$ cat src/rtl/data_ram_arbiter.sv
// data_ram_arbiter
//   Shares the single-port, word-addressed data RAM between port A (CPU
//   load/store unit) and port B (program loader / debug DMA). One RAM access
//   per cycle, round-robin between the ports. B can ask for a bounded burst
//   lock while A is waiting. Addresses are range- and alignment-checked, and
//   read data comes back registered with a one-cycle valid strobe.
//
// Ports
//   clk, rst                 clock (rising edge), asynchronous active-high reset
//   a_req/a_write/a_addr/a_wdata   port A request; held stable until a_gnt
//   a_gnt                    port A accepted this cycle (combinational)
//   a_rvalid/a_rdata         port A registered read response
//   a_err                    previous accepted A access was illegal
//   b_*                      same as port A, for port B
//   b_lock                   B requests burst priority over a waiting A
//   ram_addr/ram_datain/ram_write/ram_read   to the RAM
//   ram_dataout              combinational read data from the RAM
module data_ram_arbiter #(
  parameter int unsigned ADDR_BITS = 5,
  parameter int unsigned MAX_LOCK  = 8
) (
  input  logic        clk,
  input  logic        rst,
  input  logic        a_req,
  input  logic        a_write,
  input  logic [31:0] a_addr,
  input  logic [31:0] a_wdata,
  output logic        a_gnt,
  output logic        a_rvalid,
  output logic [31:0] a_rdata,
  output logic        a_err,
  input  logic        b_req,
  input  logic        b_write,
  input  logic [31:0] b_addr,
  input  logic [31:0] b_wdata,
  input  logic        b_lock,
  output logic        b_gnt,
  output logic        b_rvalid,
  output logic [31:0] b_rdata,
  output logic        b_err,
  output logic [31:0] ram_addr,
  output logic [31:0] ram_datain,
  output logic        ram_write,
  output logic        ram_read,
  input  logic [31:0] ram_dataout
);

  localparam int unsigned LOCK_W = $clog2(MAX_LOCK + 1);
  localparam logic [LOCK_W-1:0] LOCK_MAX = LOCK_W'(MAX_LOCK);

  typedef enum logic {
    PORT_A = 1'b0,
    PORT_B = 1'b1
  } port_e;

  port_e             last_q, last_d;
  logic [LOCK_W-1:0] lock_cnt_q, lock_cnt_d;
  logic              a_rvalid_q, a_rvalid_d;
  logic              b_rvalid_q, b_rvalid_d;
  logic              a_err_q, a_err_d;
  logic              b_err_q, b_err_d;
  logic [31:0]       a_rdata_q, a_rdata_d;
  logic [31:0]       b_rdata_q, b_rdata_d;

  logic              a_legal, b_legal;
  logic              sel_legal, sel_write;

  // Word aligned and inside the 2^ADDR_BITS-word RAM.
  function automatic logic addr_legal(input logic [31:0] addr);
    return (addr[1:0] == 2'b00) && (addr[31:ADDR_BITS+2] == '0);
  endfunction

  assign a_legal = addr_legal(a_addr);
  assign b_legal = addr_legal(b_addr);

  // Grant selection. With both requesting, B keeps the port while it holds
  // the lock and has burst budget left; otherwise plain round-robin.
  always_comb begin
    a_gnt = 1'b0;
    b_gnt = 1'b0;
    if (a_req && b_req) begin
      if (b_lock && (last_q == PORT_B) && (lock_cnt_q < LOCK_MAX)) begin
        b_gnt = 1'b1;
      end else if (last_q == PORT_B) begin
        a_gnt = 1'b1;
      end else begin
        b_gnt = 1'b1;
      end
    end else begin
      a_gnt = a_req;
      b_gnt = b_req;
    end
  end

  // RAM drive. An illegal access is still granted, but it must not touch
  // the RAM, so write/read are both suppressed.
  always_comb begin
    ram_addr   = '0;
    ram_datain = '0;
    sel_legal  = 1'b0;
    sel_write  = 1'b0;
    if (a_gnt) begin
      ram_addr   = a_addr;
      ram_datain = a_wdata;
      sel_legal  = a_legal;
      sel_write  = a_write;
    end else if (b_gnt) begin
      ram_addr   = b_addr;
      ram_datain = b_wdata;
      sel_legal  = b_legal;
      sel_write  = b_write;
    end
    ram_write = sel_legal & sel_write;
    ram_read  = sel_legal & ~sel_write;
  end

  // Next-state computation.
  always_comb begin
    last_d = last_q;
    if (a_gnt) begin
      last_d = PORT_A;
    end else if (b_gnt) begin
      last_d = PORT_B;
    end

    // The burst budget only runs down while A is actually waiting.
    lock_cnt_d = lock_cnt_q;
    if (a_gnt || !b_lock) begin
      lock_cnt_d = '0;
    end else if (b_gnt && a_req && (lock_cnt_q != LOCK_MAX)) begin
      lock_cnt_d = lock_cnt_q + LOCK_W'(1);
    end

    a_rvalid_d = a_gnt & ~a_write;
    a_err_d    = a_gnt & ~a_legal;
    a_rdata_d  = a_rdata_q;
    if (a_gnt && !a_write) begin
      a_rdata_d = a_legal ? ram_dataout : '0;
    end

    b_rvalid_d = b_gnt & ~b_write;
    b_err_d    = b_gnt & ~b_legal;
    b_rdata_d  = b_rdata_q;
    if (b_gnt && !b_write) begin
      b_rdata_d = b_legal ? ram_dataout : '0;
    end
  end

  // last resets to B so that A wins the first tie.
  always_ff @(posedge clk or posedge rst) begin
    if (rst) begin
      last_q     <= PORT_B;
      lock_cnt_q <= '0;
      a_rvalid_q <= 1'b0;
      b_rvalid_q <= 1'b0;
      a_err_q    <= 1'b0;
      b_err_q    <= 1'b0;
      a_rdata_q  <= '0;
      b_rdata_q  <= '0;
    end else begin
      last_q     <= last_d;
      lock_cnt_q <= lock_cnt_d;
      a_rvalid_q <= a_rvalid_d;
      b_rvalid_q <= b_rvalid_d;
      a_err_q    <= a_err_d;
      b_err_q    <= b_err_d;
      a_rdata_q  <= a_rdata_d;
      b_rdata_q  <= b_rdata_d;
    end
  end

  assign a_rvalid = a_rvalid_q;
  assign a_rdata  = a_rdata_q;
  assign a_err    = a_err_q;
  assign b_rvalid = b_rvalid_q;
  assign b_rdata  = b_rdata_q;
  assign b_err    = b_err_q;

endmodule
$ cat config.mk
export PLATFORM = sky130hd
export DESIGN_NAME = data_ram_arbiter
export DESIGN_NICKNAME = d
export VERILOG_FILES = /design/src/rtl/data_ram_arbiter.sv
export SDC_FILE = /design/constraint.sdc
export NUM_CORES = 1
export LEC_CHECK = 0
export ABC_AREA = 0
export CAP_MARGIN = 20
export CORE_ASPECT_RATIO = 0.6
export CORE_MARGIN = 10
export CORE_UTILIZATION = 32
export CTS_CLUSTER_DIAMETER = 120
export DETAILED_ROUTE_END_ITERATION = 8
export GPL_ROUTABILITY_DRIVEN = 0
export GPL_TIMING_DRIVEN = 0
export HOLD_SLACK_MARGIN = 0.05
export PLACE_DENSITY = 0.77
export SYNTH_ARGS = -nofsm -noshare
export SYNTH_HDL_FRONTEND = slang
export SYNTH_SLANG_ARGS = --single-unit
export TNS_END_PERCENT = 5
$ cat constraint.sdc
create_clock -name clk -period 2.1 [get_ports clk]
set_input_delay 0.315 -clock clk [delete_from_list [all_inputs] [get_ports clk]]
set_output_delay 0.315 -clock clk [all_outputs]
set_load 0.03 [all_outputs]
==> metrics <==
vias per cell=5.12; Slew headroom=52.0%; Reg area=1830 um^2; Max Buffers Root-to-Sink=2; Worst path most repeated cell=buf_4; commonest non-fill, non-tap cell in the layout=clkdlybuf4s50_1; Yosys top cell by area=dfrtp_1; Avg Cell Area, Syn=8.71 um^2; final hold vios=0; cts hold-fix bufs=0; Power Density=538 nW/um^2; outcome=complete, but fails checks; Core ar.=13000 um^2; clk_lat worst skew=0.33 ns; routed wire length=21100 um; first-pass GRT wire length=31400 um; largest net degree at the start of global routing=43; area of the multi-input gates=2360 um^2; Slew Viols, Final=0; Vias=5111; sequential area share after synthesis=42.3%; setup ws final=-0.176 ns; Data arrival, critical path=1.96 ns; fin nets=993; top post-synthesis cells by area=dfrtp_1 42%, nand2_1 14%, o2bb2ai_2 10%; RSZ-0062 raised after global routing=yes; WS Path Type=register to output pin; max-cap check violation count=0; CP peak stage delay=0.38 ns; design area=8080 um^2; DRT antenna net count=0; total CTS buffers=9; static leakage=3.48 nW; #FFs+latches synth=73; drt first pass iters=5; Yosys warnings=0; CP Data Required Time=1.78 ns; most frequent cells in the layout=206 x clkdlybuf4s50_1, 158 x nand2_1, 80 x buf_4; Initial Util=33.2%; initial antenna violation count=0; Final Cycle Share=108%; row count=32; GRT Total Usage=21.5%; Crit. End Element=output pin; Inserted Diodes=0; CP Cell Sequence=and3b_2 -> nor3_4 -> buf_4 -> clkbuf_4 -> o21ai_0 -> buf_4; Most used DFF post-synth=dfrtp_1; delay-heaviest family, CP=buffers and inverters; final-layout fill cell count=1119; Placement Cell Area=7580 um^2; layout cells sized above 1=26.3%; worst slew pin tran=0.718 ns; clock sink count=73; failing checks=setup timing; vias in the first global route=5294; H-tree levels=3; Netlist Area Pre-Place=4320 um^2; Mapped Cells=496; Clock transition at path regs=0.06 ns; post-synth top area share=41.7%; Peak Freq=439 MHz; asr flop ratio synth=100%; total negative slack=-7.93 ns; Post-synth EDFFs=0; reg-to-reg slack, setup=0.02 ns; post-layout min period=2.28 ns; CP max-delay cell=dfrtp_1; Die Area=18700 um^2; Synth cell types=37; IO Pins=303; Critical Path Fanout Max=10; routed len/inst=21.1 um; syn nets=665; Setup Viol. Count Final=66; CTS tree=done; DR iter-0 viols=389; die height=110 um; DRC=0; DP HPWL=16800 um; min-delay worst type=input pin to asynchronous set/reset pin; peak supply drop=322 uV; grt ovf=0; Die Wd=170 um; Buffers on Ports=302; clk_skew=0.00813 ns; Layout area overhead=87.0%; CP Buf/Inv Count=3; clk root buf=clkbuf_16; crit start category=register
## per-stage QoR
stage                     std cells  worst slack, ns  hold WS, ns  power [W]  utilization, %
after CTS                       996           -0.231        0.474    0.00432            61.0
after detailed placement        969            -1.45        0.481    0.00270            58.3
after floorplan                 496           0.0485        0.443    0.00198               -
after global routing            998           -0.259        0.512    0.00452            62.1
after global placement          968            -1.44        0.477    0.00267            58.1
final                           998           -0.176        0.457    0.00435            62.1
## report_power, final
group	leakage (nW)	switching, W	internal (W)
combinational	2.31	0.000715	0.000577
clock	0.159	0.000570	0.00107
sequential	1.01	0.00000392	0.00142
total	3.48	0.00129	0.00306
## worst register-to-register path, stage by stage, from the launching register on
cell and delay [ns]:
dfrtp_1 0.40, nand2b_4 0.17, a311oi_4 0.36, buf_4 0.17
buf_4 0.10, clkbuf_1 0.43, nor2b_1 0.11, a31o_2 0.23
## Yosys cell counts (5+ instances only)
library cell,number
nand2_1,163
a31o_2,26
nor4_1,12
clkbuf_1,14
a31o_1,6
o21ai_0,67
buf_4,5
buf_2,17
nor2b_1,36
o2bb2ai_2,29
o2bb2ai_1,5
dfrtp_1,72
inv_1,6
a21oi_1,5
## kinds of logic (layout without fill, tap and decap cells)
group | Yosys count | after routing | share of synthesized area, %
and+or+nand+nor | 229 | 229 | 24.1
AOI/OAI and AO/OA | 144 | 144 | 27.1
DFF | 73 | 73 | 42.3
buffers and inverters | 48 | 380 | 5.88
adders and majority gates | 2 | 2 | 0.579
## path summary, 6_finish.rpt
kind                                from      endpoint  depth (start not counted)
setup reg to reg           lock_cnt_q[3]   b_rdata[10]                          7
hold reg to reg              a_rdata[29]   a_rdata[29]                          1
hold / removal                       rst   b_rdata[14]                          2
min in group clk             a_rdata[29]   a_rdata[29]                          1
max in group asynchronous            rst        last_q                          3
setup / recovery           lock_cnt_q[3]  ram_addr[11]                          6
## routing by layer
metal,GRT usage (%),up-vias,part of all wire [%]
met5,0,-,0
met4,4.49,0,1.5
met3,7.74,26,9.4
met2,35.2,243,46
met1,27.0,2457,43
li1,-,2385,-
## flip-flops by register name (all words and copies together) (netlist names)
signal,count
a_rdata,32
b_rdata,32
lock_cnt_q,4
a_err,1
a_rvalid,1
b_err,1
b_rvalid,1
last_q,1
## layout make-up
cell class / count / area share, %
clock buffers: 10 / 2.96
flip-flops and latches: 73 / 22.6
multi-input cells: 375 / 29.2
inverters: 7 / 0.403
clock inverters: 5 / 0.976
repair buffers: 319 / 37.0
well taps: 170 / 2.63
plain buffers: 39 / 4.20
## what timing repair did
item | in CTS | in global routing
pin swaps | 15 | 3
gates resized for setup | 538 | 75
setup endpoints to repair | 124 | 72
setup buffers | 13 | 2
cloned | 0 | 1
Power figures use the tool's default switching activity.
